**config.mk**
```make
export PLATFORM = sky130hd
export DESIGN_NAME = mul16_seq_ctrl
export DESIGN_NICKNAME = d
export VERILOG_FILES = /design/src/rtl/mul16_seq_pkg.sv /design/src/rtl/mul16_cap_pipe.sv /design/src/rtl/mul16_seq_ctrl.sv
export SDC_FILE = /design/constraint.sdc
export NUM_CORES = 1
export LEC_CHECK = 0
export ABC_AREA = 1
export CORE_MARGIN = 8
export CORE_UTILIZATION = 25
export DETAILED_ROUTE_END_ITERATION = 10
export SLEW_MARGIN = 20
export SYNTH_ARGS = -nofsm -noshare
export SYNTH_HDL_FRONTEND = slang
export SYNTH_SLANG_ARGS = --single-unit
```
**constraint.sdc**
```tcl
create_clock -name clk -period 5.9 [get_ports clk]
set_input_delay 1.18 -clock clk [delete_from_list [all_inputs] [get_ports clk]]
set_output_delay 1.18 -clock clk [all_outputs]
set_load 0.03 [all_outputs]
```
**src/rtl/mul16_seq_pkg.sv**
```systemverilog
// Shared types and helpers for the mul16 sequencer.
// Optional build macro: MUL16_ZERO_SKIP_EN (zero-byte slot skipping, used by mul16_seq_ctrl).
package mul16_seq_pkg;

    typedef enum logic [2:0] {
        IDLE  = 3'd0,
        ISSUE = 3'd1,
        DRAIN = 3'd2,
        SUM   = 3'd3,
        DONE  = 3'd4
    } state_t;

    typedef logic [1:0] slot_t;

    localparam slot_t SLOT_LL = 2'd0;
    localparam slot_t SLOT_LH = 2'd1;
    localparam slot_t SLOT_HL = 2'd2;
    localparam slot_t SLOT_HH = 2'd3;

    // Issue order tables, position 0 in bits [1:0].
    localparam logic [7:0] ORDER_LL_FIRST = {SLOT_HH, SLOT_HL, SLOT_LH, SLOT_LL};
    localparam logic [7:0] ORDER_LH_FIRST = {SLOT_HH, SLOT_LL, SLOT_HL, SLOT_LH};

    typedef struct packed {
        logic  found;
        slot_t slot;
    } pick_t;

    function automatic slot_t order_slot(input logic lh_first, input logic [1:0] pos);
        logic [7:0] tbl;
        tbl = lh_first ? ORDER_LH_FIRST : ORDER_LL_FIRST;
        return tbl[{pos, 1'b0} +: 2];
    endfunction

    // Earliest slot, in issue order, whose bit is set in the pending mask.
    function automatic pick_t first_pending(input logic lh_first, input logic [3:0] pending);
        pick_t r;
        slot_t s;
        r.found = 1'b0;
        r.slot  = SLOT_LL;
        for (int p = 3; p >= 0; p--) begin
            s = order_slot(lh_first, 2'(p));
            if (pending[s]) begin
                r.found = 1'b1;
                r.slot  = s;
            end
        end
        return r;
    endfunction

    // Slot id bit 1 selects the byte of a, bit 0 the byte of b.
    function automatic logic [7:0] slot_a_byte(input logic [15:0] x, input slot_t s);
        return s[1] ? x[15:8] : x[7:0];
    endfunction

    function automatic logic [7:0] slot_b_byte(input logic [15:0] x, input slot_t s);
        return s[0] ? x[15:8] : x[7:0];
    endfunction

endpackage

```
**src/rtl/mul16_cap_pipe.sv**
```systemverilog
// Delay line of {valid, slot_id} matching the shared multiplier latency.
// DEPTH=0 passes the issue straight through so capture happens in the issue cycle.
module mul16_cap_pipe
    import mul16_seq_pkg::*;
#(
    parameter int DEPTH = 1
) (
    input  logic  clk,
    input  logic  rst,
    input  logic  in_valid,
    input  slot_t in_slot,
    output logic  out_valid,
    output slot_t out_slot,
    output logic  more
);

    if (DEPTH == 0) begin : g_comb
        assign out_valid = in_valid;
        assign out_slot  = in_slot;
        assign more      = 1'b0;
    end else begin : g_reg
        logic [DEPTH-1:0] v_q;
        slot_t            s_q [DEPTH];

        // Shift issue tags toward the capture point; reset drops all in-flight entries.
        always_ff @(posedge clk or posedge rst) begin
            if (rst) begin
                v_q <= '0;
                for (int i = 0; i < DEPTH; i++) s_q[i] <= SLOT_LL;
            end else begin
                v_q[0] <= in_valid;
                s_q[0] <= in_slot;
                for (int i = 1; i < DEPTH; i++) begin
                    v_q[i] <= v_q[i-1];
                    s_q[i] <= s_q[i-1];
                end
            end
        end

        assign out_valid = v_q[DEPTH-1];
        assign out_slot  = s_q[DEPTH-1];

        // Entries that will still be in flight after the next edge (exiting stage excluded).
        always_comb begin
            more = 1'b0;
            for (int i = 0; i < DEPTH - 1; i++) more = more | v_q[i];
        end
    end

endmodule

```
**src/rtl/mul16_seq_ctrl.sv**
```systemverilog
// Sequencer for a 16x16 multiply built from one shared 8x8 multiplier.
// Issues the four byte products, captures the partials for the external adder,
// registers the adder output and returns it over valid/ready.
// Optional build macro: MUL16_ZERO_SKIP_EN skips slots with a zero operand byte.
// Handshakes: a transfer happens on a rising clk edge where valid and ready are both high;
// the source holds its data stable while valid is high and ready is low.
module mul16_seq_ctrl
    import mul16_seq_pkg::*;
#(
    parameter int MUL_LAT             = 1,
    parameter bit SLOT_ORDER_LH_FIRST = 1'b0
) (
    input  logic        clk,
    input  logic        rst,
    input  logic        in_valid,
    output logic        in_ready,
    input  logic [15:0] a,
    input  logic [15:0] b,
    output logic        mul_en,
    output logic [7:0]  mul_a,
    output logic [7:0]  mul_b,
    input  logic [15:0] mul_p,
    output logic [15:0] ll,
    output logic [15:0] lh,
    output logic [15:0] hl,
    output logic [15:0] hh,
    input  logic [31:0] sum_in,
    output logic        out_valid,
    input  logic        out_ready,
    output logic [31:0] result,
    output logic        busy
);

    state_t      state, state_nxt;
    logic [15:0] a_q, b_q;
    logic [3:0]  pending, acc_mask, pend_after;
    slot_t       cur_slot, cap_slot;
    pick_t       acc_pick, iss_pick;
    logic        accept, cap_valid, cap_more;

    assign accept = in_valid && in_ready;
    assign busy   = (state != IDLE);

    // Slot masks: what a new pair needs issued, and what remains after the current issue.
    always_comb begin
        acc_mask = 4'b1111;
`ifdef MUL16_ZERO_SKIP_EN
        for (int s = 0; s < 4; s++) begin
            if (slot_a_byte(a, slot_t'(s)) == 8'h00 || slot_b_byte(b, slot_t'(s)) == 8'h00)
                acc_mask[s] = 1'b0;
        end
`endif
        pend_after = pending & ~(4'b0001 << cur_slot);
        acc_pick   = first_pending(SLOT_ORDER_LH_FIRST, acc_mask);
        iss_pick   = first_pending(SLOT_ORDER_LH_FIRST, pend_after);
    end

    // Next-state and handshake/issue strobes.
    always_comb begin
        state_nxt = state;
        in_ready  = 1'b0;
        out_valid = 1'b0;
        mul_en    = 1'b0;
        case (state)
            IDLE: begin
                in_ready = 1'b1;
                if (in_valid) state_nxt = acc_pick.found ? ISSUE : SUM;
            end
            ISSUE: begin
                mul_en = 1'b1;
                if (!iss_pick.found) state_nxt = (MUL_LAT > 0) ? DRAIN : SUM;
            end
            DRAIN: begin
                if (!cap_more) state_nxt = SUM;
            end
            SUM: state_nxt = DONE;
            DONE: begin
                out_valid = 1'b1;
                if (out_ready) state_nxt = IDLE;
            end
            default: state_nxt = IDLE;
        endcase
    end

    // State, operand latch and issue registers; mul_a/mul_b are loaded on the edge
    // entering each issue cycle and otherwise hold.
    always_ff @(posedge clk or posedge rst) begin
        if (rst) begin
            state    <= IDLE;
            a_q      <= '0;
            b_q      <= '0;
            pending  <= '0;
            cur_slot <= SLOT_LL;
            mul_a    <= '0;
            mul_b    <= '0;
        end else begin
            state <= state_nxt;
            if (accept) begin
                a_q      <= a;
                b_q      <= b;
                pending  <= acc_mask;
                cur_slot <= acc_pick.slot;
                if (acc_pick.found) begin
                    mul_a <= slot_a_byte(a, acc_pick.slot);
                    mul_b <= slot_b_byte(b, acc_pick.slot);
                end
            end else if (state == ISSUE) begin
                pending <= pend_after;
                if (iss_pick.found) begin
                    cur_slot <= iss_pick.slot;
                    mul_a    <= slot_a_byte(a_q, iss_pick.slot);
                    mul_b    <= slot_b_byte(b_q, iss_pick.slot);
                end
            end
        end
    end

    mul16_cap_pipe #(.DEPTH(MUL_LAT)) u_cap_pipe (
        .clk       (clk),
        .rst       (rst),
        .in_valid  (mul_en),
        .in_slot   (cur_slot),
        .out_valid (cap_valid),
        .out_slot  (cap_slot),
        .more      (cap_more)
    );

    // Partials: cleared on acceptance, written only when a tagged product arrives.
    always_ff @(posedge clk or posedge rst) begin
        if (rst) begin
            ll <= '0;
            lh <= '0;
            hl <= '0;
            hh <= '0;
        end else if (accept) begin
            ll <= '0;
            lh <= '0;
            hl <= '0;
            hh <= '0;
        end else if (cap_valid) begin
            case (cap_slot)
                SLOT_LL: ll <= mul_p;
                SLOT_LH: lh <= mul_p;
                SLOT_HL: hl <= mul_p;
                default: hh <= mul_p;
            endcase
        end
    end

    // Result register takes the adder output once all partials have settled.
    always_ff @(posedge clk or posedge rst) begin
        if (rst) result <= '0;
        else if (state == SUM) result <= sum_in;
    end

endmodule
```
==> reports/summary.json, run 1 <==
{
  "layout-drive-gt1-share": {"value": 10.7, "unit": "%"},
  "netlist.area_leader.share": {"value": 61.9, "unit": "%"},
  "regToRegStartpoint": {"value": "state[1]"},
  "cp_max_fo": {"value": 6},
  "antenna_violating_nets_left": {"value": 0},
  "place_inst": {"value": 1141},
  "final_hold_viol_count": {"value": 0},
  "fin_setup_tns": {"value": 0, "unit": "ns"},
  "drc": {"value": 0},
  "cts.repair.resized": {"value": 0},
  "synth.area.top_cells": {"value": "sky130_fd_sc_hd__dfrtp_1 (62%), sky130_fd_sc_hd__nand2_1 (11%), sky130_fd_sc_hd__o21ai_0 (7.9%), sky130_fd_sc_hd__mux2_2 (5.7%), sky130_fd_sc_hd__inv_1 (3.0%)"},
  "rsz0062_at_grt": {"value": "false"},
  "final_cell_mix": {"value": "sky130_fd_sc_hd__clkdlybuf4s50_1 (199), sky130_fd_sc_hd__nand2_1 (186), sky130_fd_sc_hd__dfrtp_1 (156)"},
  "gp_congestion": {"value": 0.750},
  "timing.hold.worst.start": {"value": "mul_a[6]"},
  "hpwl": {"value": 12700, "unit": "um"},
  "worstHoldPathCells": {"value": 2},
  "cp-startpoint": {"value": "state[1]"},
  "final_net_count": {"value": 914},
  "seq_power_share": {"value": 31.2, "unit": "%"},
  "busiest_layer": {"value": "met2"},
  "crit_arrival": {"value": 2.24, "unit": "ns"},
  "total_setup_violations_reported_at_the_end_of_the_flow": {"value": 0},
  "cts-buffers-inserted": {"value": 17},
  "io_pins": {"value": 200},
  "grt_max_degree": {"value": 57},
  "cts.root.buffer_cell": {"value": "sky130_fd_sc_hd__clkbuf_16"},
  "max_frequency": {"value": 0.293, "unit": "GHz"},
  "final_min_period_over_clock_period": {"value": 57.9, "unit": "%"},
  "worstPathCellList": {"value": "inv_1 > nand3_1 > inv_1 > clkdlybuf4s50_1"},
  "tritoncts": {"value": "built"},
  "setup.worst_path.end_class": {"value": "output pin"},
  "cts.clk_slew.worst_paths": {"value": 0.07, "unit": "ns"},
  "cellPowerDensity": {"value": 652, "unit": "nW/um^2"},
  "final.min_clock_period": {"value": 3.42, "unit": "ns"},
  "static-leakage-power": {"value": 4.13, "unit": "nW"},
  "worst-slew-pin-transition": {"value": 0.923, "unit": "ns"},
  "clkLatencyLatePin": {"value": 0.41, "unit": "ns"},
  "coreArea": {"value": 25000, "unit": "um^2"},
  "crit_type": {"value": "register to output pin"},
  "n_antenna_cell": {"value": 0},
  "die_height": {"value": 175, "unit": "um"},
  "vias_in_the_first_global_route": {"value": 5107},
  "globalRouteTotalUtil": {"value": 11.7, "unit": "%"},
  "die_x": {"value": 175, "unit": "um"},
  "synth_fp_nets": {"value": 720},
  "total_net_switching_power": {"value": 0.00268, "unit": "W"},
  "hold_path.class": {"value": "register to register"},
  "share_comb_of_total_power": {"value": 50.6, "unit": "%"},
  "drt_iter0_markers": {"value": 332},
  "timing.max_cap.violations": {"value": 0},
  "p_int": {"value": 0.00332, "unit": "W"},
  "crit_path_max_incr_delay": {"value": 0.75, "unit": "ns"},
  "reg2regPathDepth": {"value": 6},
  "detail_route.first_pass.iterations": {"value": 4},
  "grt_use_met3": {"value": 4.17, "unit": "%"},
  "finalNonFillerCells": {"value": 1173},
  "syn_area": {"value": 6300, "unit": "um^2"},
  "path_common_cell": {"value": "sky130_fd_sc_hd__inv_1"},
  "total_die_area": {"value": 30600, "unit": "um^2"},
  "status": {"value": "finished, final reports clean"},
  "number_of_storage_elements_in_the_synthesis_netlist": {"value": 156},
  "antenna_violations_before_repair": {"value": 0},
  "grtUsageMet1": {"value": 14.9, "unit": "%"},
  "cts_sinks": {"value": 156},
  "cts.htree.levels": {"value": 4},
  "grt.overflow.total": {"value": 0},
  "postSynthCellCount": {"value": 636},
  "post-cts-setup-buffers": {"value": 0},
  "postSynthAreaPerCell": {"value": 9.91, "unit": "um^2"},
  "syn2layout_area_growth": {"value": 45.8, "unit": "%"},
  "switching_share": {"value": 44.7, "unit": "%"},
  "layout.cells.most_common": {"value": "sky130_fd_sc_hd__clkdlybuf4s50_1"},
  "wl_per_cell": {"value": 15.2, "unit": "um"},
  "cp.depth": {"value": 4},
  "start_util": {"value": 25.3, "unit": "%"},
  "timing.clock.skew": {"value": 0.00936, "unit": "ns"},
  "async_reset_ff_share": {"value": 100, "unit": "%"},
  "grt_first_pass_wirelength": {"value": 28800, "unit": "um"},
  "yosys_most_used_dff": {"value": "sky130_fd_sc_hd__dfrtp_1"},
  "cts_hold_buffers": {"value": 0},
  "post_synth_edffs": {"value": 0},
  "worstPathRequired": {"value": 4.72, "unit": "ns"},
  "timing.critical_path.buf_inv": {"value": 3},
  "synth.lib_cells_used.distinct": {"value": 26},
  "dr_total_vias": {"value": 4959},
  "seq_area_frac_synth": {"value": 61.9, "unit": "%"},
  "drt_wl_total": {"value": 17800, "unit": "um"},
  "worst_ir_drop_vdd": {"value": 0.244, "unit": "mV"},
  "synth.yosys.warnings": {"value": 0},
  "cp-start-kind": {"value": "register"},
  "cpMaxStageDelayCell": {"value": "sky130_fd_sc_hd__clkdlybuf4s50_1"},
  "rows": {"value": 58},
  "clk_path_buf_depth": {"value": 2},
  "drv_slew": {"value": 0},
  "synthDominantAreaCellType": {"value": "sky130_fd_sc_hd__dfrtp_1"},
  "part_of_the_power_in_the_clock_network": {"value": 18.2, "unit": "%"},
  "grt.met2_usage": {"value": 18.9, "unit": "%"},
  "vias_per_cell": {"value": 4.23},
  "max-slew-margin-rel": {"value": 38.4, "unit": "%"},
  "critical_path.top_delay_family": {"value": "buffers and inverters"},
  "place.port_buffers": {"value": 199}
}
## worst register-to-register path: stages (launching register included)
cell	delay, ns
sky130_fd_sc_hd__dfrtp_1	0.40
sky130_fd_sc_hd__inv_1	0.11
sky130_fd_sc_hd__nand3_2	0.33
sky130_fd_sc_hd__buf_4	0.46
sky130_fd_sc_hd__nand2_1	0.09
sky130_fd_sc_hd__inv_1	0.67
sky130_fd_sc_hd__o21ai_0	0.20
## worst paths after layout
check	endpoint	slack (ns)
worst max-delay path	mul_en	2.48
worst min-delay path	mul_a[6]	0.48
worst max register to register	lh[2]	3.48
worst min register to register	mul_a[6]	0.48
max in group asynchronous	hh[3]	3.64
min in group asynchronous	result[2]	1.18
## flip-flops by register name, indices dropped and copies added, names as in the netlist, 4 cells and up
signal,flops
pending,4
mul_a,8
b_q,16
a_q,16
lh,16
result,32
ll,16
mul_b,8
hh,16
hl,16
## cells in the mapped netlist, types with 5 or more instances
cell                         n
sky130_fd_sc_hd__a21oi_1     7
sky130_fd_sc_hd__buf_2       5
sky130_fd_sc_hd__clkbuf_1   16
sky130_fd_sc_hd__dfrtp_1   156
sky130_fd_sc_hd__inv_1      50
sky130_fd_sc_hd__mux2_2     32
sky130_fd_sc_hd__nand2_1   186
sky130_fd_sc_hd__nand2_2     6
sky130_fd_sc_hd__nand3_1    34
sky130_fd_sc_hd__nor2_1     20
sky130_fd_sc_hd__o21ai_0    99
## metal layers
metal  up-vias  routed length, um  share of wire [%]
li1       2438                  -                  -
met1      2375               8210                 46
met2       136               8340                 47
met3        10               1080                6.1
met4         0                142               0.80
met5         -                  0                  0
## power groups by stage
stage / logic (W) / clock network [W] / registers (W)
after floorplan: 0.00120 / 0 / 0.00258
after global placement: 0.00305 / 0 / 0.00188
after detailed placement: 0.00308 / 0 / 0.00188
after CTS: 0.00309 / 0.00113 / 0.00187
after global routing: 0.00334 / 0.00118 / 0.00194
final: 0.00303 / 0.00109 / 0.00187
## final cells by class
type	instances	area (um^2)
fill	2544	15800
sequential	156	3900
tap	330	413
timing repair buffer	203	2020
multi-input combinational	401	2060
inverter	51	196
clock inverter	15	171
clock buffer	17	425
## kinds of logic after synthesis
group / synth area share, %
AO/OA/AOI/OAI: 9.41
AND/OR/NAND/NOR: 17.4
flip-flops: 61.9
buffers and inverters: 5.54
multiplexers: 5.72
## per-stage QoR
stage                     cell area [um^2]  total power [W]  setup slack [ns]  hold slack (ns)  utilization [%]
after floorplan                       6300          0.00378             0.513            0.448                -
after global placement                8590          0.00492              2.40            0.463             34.4
after detailed placement              8590          0.00497              2.35            0.466             34.4
after CTS                             9190          0.00610              2.41            0.486             36.8
after global routing                  9190          0.00645              2.32            0.500             36.8
final                                 9190          0.00599              2.48            0.480             36.8
Power figures use the tool's default switching activity.
==> run 2: changes to the inputs <==
- clock period: 5.9 -> 3.5 ns (I/O delays scaled with it)
==> reports/summary.json, run 2 (same netlist as run 1, synthesis figures left out) <==
{
  "max_frequency": {"value": 0.338, "unit": "GHz"},
  "vias_per_cell": {"value": 4.23, "change": "about the same"},
  "timing.clock.skew": {"value": 0.00824, "unit": "ns", "change": "was 0.00936 ns"},
  "detail_route.first_pass.iterations": {"value": 4, "change": "unchanged"},
  "place.port_buffers": {"value": 199, "change": "unchanged"},
  "worst_ir_drop_vdd": {"value": 0.407, "unit": "mV", "change": "was 0.244 mV"},
  "registers.top_by_ff_count": {"value": "result", "change": "unchanged"},
  "timing.critical_path.buf_inv": {"value": 3, "change": "unchanged"},
  "dr_total_vias": {"value": 4979, "change": "was 4959"},
  "worstPathCellList": {"value": "inv_1 > nand3_1 > inv_1 > clkdlybuf4s50_1", "change": "unchanged"},
  "worst-slew-pin-transition": {"value": 0.911, "unit": "ns", "change": "was 0.923 ns"},
  "cts.clk_slew.worst_paths": {"value": 0.07, "unit": "ns", "change": "about the same"},
  "wl_per_cell": {"value": 14.8, "unit": "um", "change": "was 15.2 um"},
  "post-cts-setup-buffers": {"value": 0, "change": "unchanged"},
  "die_x": {"value": 175, "unit": "um", "change": "unchanged"},
  "worstPathRequired": {"value": 2.80, "unit": "ns", "change": "was 4.72 ns"},
  "detailed_place.area": {"value": 8640, "unit": "um^2", "change": "was 8590 um^2"},
  "cts.repair.resized": {"value": 0, "change": "unchanged"},
  "status": {"value": "finished, final reports clean", "change": "unchanged"},
  "cp_max_fo": {"value": 6, "change": "unchanged"},
  "final_hold_viol_count": {"value": 0, "change": "unchanged"},
  "total_die_area": {"value": 30600, "unit": "um^2", "change": "unchanged"},
  "cts.htree.levels": {"value": 4, "change": "unchanged"},
  "final.min_clock_period": {"value": 2.96, "unit": "ns"},
  "drv_slew": {"value": 0, "change": "unchanged"},
  "cts_sinks": {"value": 156, "change": "unchanged"},
  "rows": {"value": 58, "change": "unchanged"},
  "cts-buffers-inserted": {"value": 17, "change": "unchanged"},
  "clkLatencyLatePin": {"value": 0.42, "unit": "ns", "change": "was 0.41 ns"},
  "start_util": {"value": 25.3, "unit": "%", "change": "unchanged"},
  "antenna_violating_nets_left": {"value": 0, "change": "unchanged"},
  "layout.cells.most_common": {"value": "sky130_fd_sc_hd__clkdlybuf4s50_1", "change": "unchanged"},
  "cp-start-kind": {"value": "register", "change": "unchanged"},
  "hold_path.class": {"value": "register to register", "change": "unchanged"},
  "coreArea": {"value": 25000, "unit": "um^2", "change": "unchanged"},
  "grt_first_pass_wirelength": {"value": 28000, "unit": "um", "change": "was 28800 um"},
  "cpMaxStageDelayCell": {"value": "sky130_fd_sc_hd__clkdlybuf4s50_1", "change": "unchanged"},
  "syn2layout_area_growth": {"value": 46.4, "unit": "%", "change": "was 45.8%"},
  "grt.overflow.total": {"value": 0, "change": "unchanged"},
  "drc": {"value": 0, "change": "unchanged"},
  "die_height": {"value": 175, "unit": "um", "change": "unchanged"},
  "drt_iter0_markers": {"value": 217, "change": "was 332"},
  "clk_path_buf_depth": {"value": 2, "change": "unchanged"},
  "final_min_period_over_clock_period": {"value": 84.4, "unit": "%"},
  "hpwl": {"value": 12500, "unit": "um", "change": "was 12700 um"},
  "static-leakage-power": {"value": 4.16, "unit": "nW", "change": "was 4.13 nW"},
  "total_setup_violations_reported_at_the_end_of_the_flow": {"value": 0, "change": "unchanged"},
  "fin_setup_tns": {"value": 0, "unit": "ns", "change": "unchanged"},
  "cellPowerDensity": {"value": 1100, "unit": "nW/um^2", "change": "was 652 nW/um^2"},
  "max-slew-margin-rel": {"value": 39.2, "unit": "%", "change": "was 38.4%"},
  "cts_hold_buffers": {"value": 0, "change": "unchanged"},
  "rsz0062_at_grt": {"value": "false", "change": "unchanged"},
  "antenna_violations_before_repair": {"value": 0, "change": "unchanged"},
  "vias_in_the_first_global_route": {"value": 5053, "change": "was 5107"},
  "n_antenna_cell": {"value": 0, "change": "unchanged"},
  "drt_wl_total": {"value": 17500, "unit": "um", "change": "was 17800 um"},
  "crit_arrival": {"value": 2.26, "unit": "ns", "change": "was 2.24 ns"},
  "io_pins": {"value": 200, "change": "unchanged"},
  "tritoncts": {"value": "built", "change": "unchanged"},
  "setup.worst_path.end_class": {"value": "output pin", "change": "unchanged"},
  "cts.root.buffer_cell": {"value": "sky130_fd_sc_hd__clkbuf_16", "change": "unchanged"},
  "crit_type": {"value": "register to output pin", "change": "unchanged"},
  "globalRouteTotalUtil": {"value": 11.4, "unit": "%", "change": "was 11.7%"},
  "critical_path.top_delay_family": {"value": "buffers and inverters", "change": "unchanged"},
  "final_net_count": {"value": 917, "change": "was 914"},
  "final_cell_mix": {"value": "sky130_fd_sc_hd__clkdlybuf4s50_1 (199), sky130_fd_sc_hd__nand2_1 (186), sky130_fd_sc_hd__dfrtp_1 (156)", "change": "unchanged"},
  "grt_max_degree": {"value": 82, "change": "was 57"},
  "crit_path_max_incr_delay": {"value": 0.75, "unit": "ns", "change": "about the same"},
  "path_common_cell": {"value": "sky130_fd_sc_hd__inv_1", "change": "unchanged"},
  "final_area": {"value": 9230, "unit": "um^2", "change": "was 9190 um^2"},
  "reg2reg_setup_slack": {"value": 1.45, "unit": "ns", "change": "was 3.48 ns"},
  "fillCellCount": {"value": 2548, "change": "was 2544"},
  "layout-drive-gt1-share": {"value": 11.0, "unit": "%", "change": "was 10.7%"},
  "timing.max_cap.violations": {"value": 0, "change": "unchanged"},
  "max_ffs_per_register": {"value": 32, "change": "unchanged"},
  "gp_congestion": {"value": 0.739, "change": "was 0.750"}
}
## run 2: stage by stage
stage / std cells / setup slack (ns) / hold slack (ns) / util (%) / total power [W]
after floorplan: 636 / 0.827 / 0.448 / - / 0.00637
after global placement: 1144 / 0.809 / 0.461 / 34.6 / 0.00831
after detailed placement: 1144 / 0.765 / 0.468 / 34.6 / 0.00841
after CTS: 1176 / 0.518 / 0.486 / 37.0 / 0.0103
after global routing: 1176 / 0.385 / 0.505 / 37.0 / 0.0108
final: 1176 / 0.544 / 0.483 / 37.0 / 0.0101
## run 2: layer usage
metal | part of all wire, % | track usage (%)
met2 | 47 | 18.6
met4 | 0.93 | 2.65
met3 | 6.6 | 3.86
met5 | 0 | 0
met1 | 45 | 14.5
## run 2: area by class of cell
cell class                      count  area [um^2]  area share (%)
Inverter                           51          195            2.11
Clock inverter                     15          168            1.82
Sequential cell                   156         3900            42.3
Tap cell                          330          413            4.47
Multi-Input combinational cell    401         2060            22.3
Clock buffer                       17          425            4.61
Timing Repair Buffer              206         2070            22.4
## run 2: worst min-delay path: stages, from the launching register on
cell and delay (ns):
sky130_fd_sc_hd__dfrtp_1 0.33, sky130_fd_sc_hd__nand2_1 0.06, sky130_fd_sc_hd__o21ai_0 0.06
## run 2: worst paths after layout
kind | startpoint | endpoint | depth (start not counted)
max | state[1] | mul_en | 4
min | b_q[4] | b_q[4] | 2
max reg2reg | state[1] | hh[3] | 5
min reg2reg | b_q[4] | b_q[4] | 2
max in group asynchronous | rst | result[15] | 3
min in group asynchronous | rst | result[27] | 2
## run 2: report_power, final
part / total, W / switching, W / internal, W
registers: 0.00313 / 0.000441 / 0.00269
clock network: 0.00184 / 0.000879 / 0.000964
logic: 0.00515 / 0.00320 / 0.00195
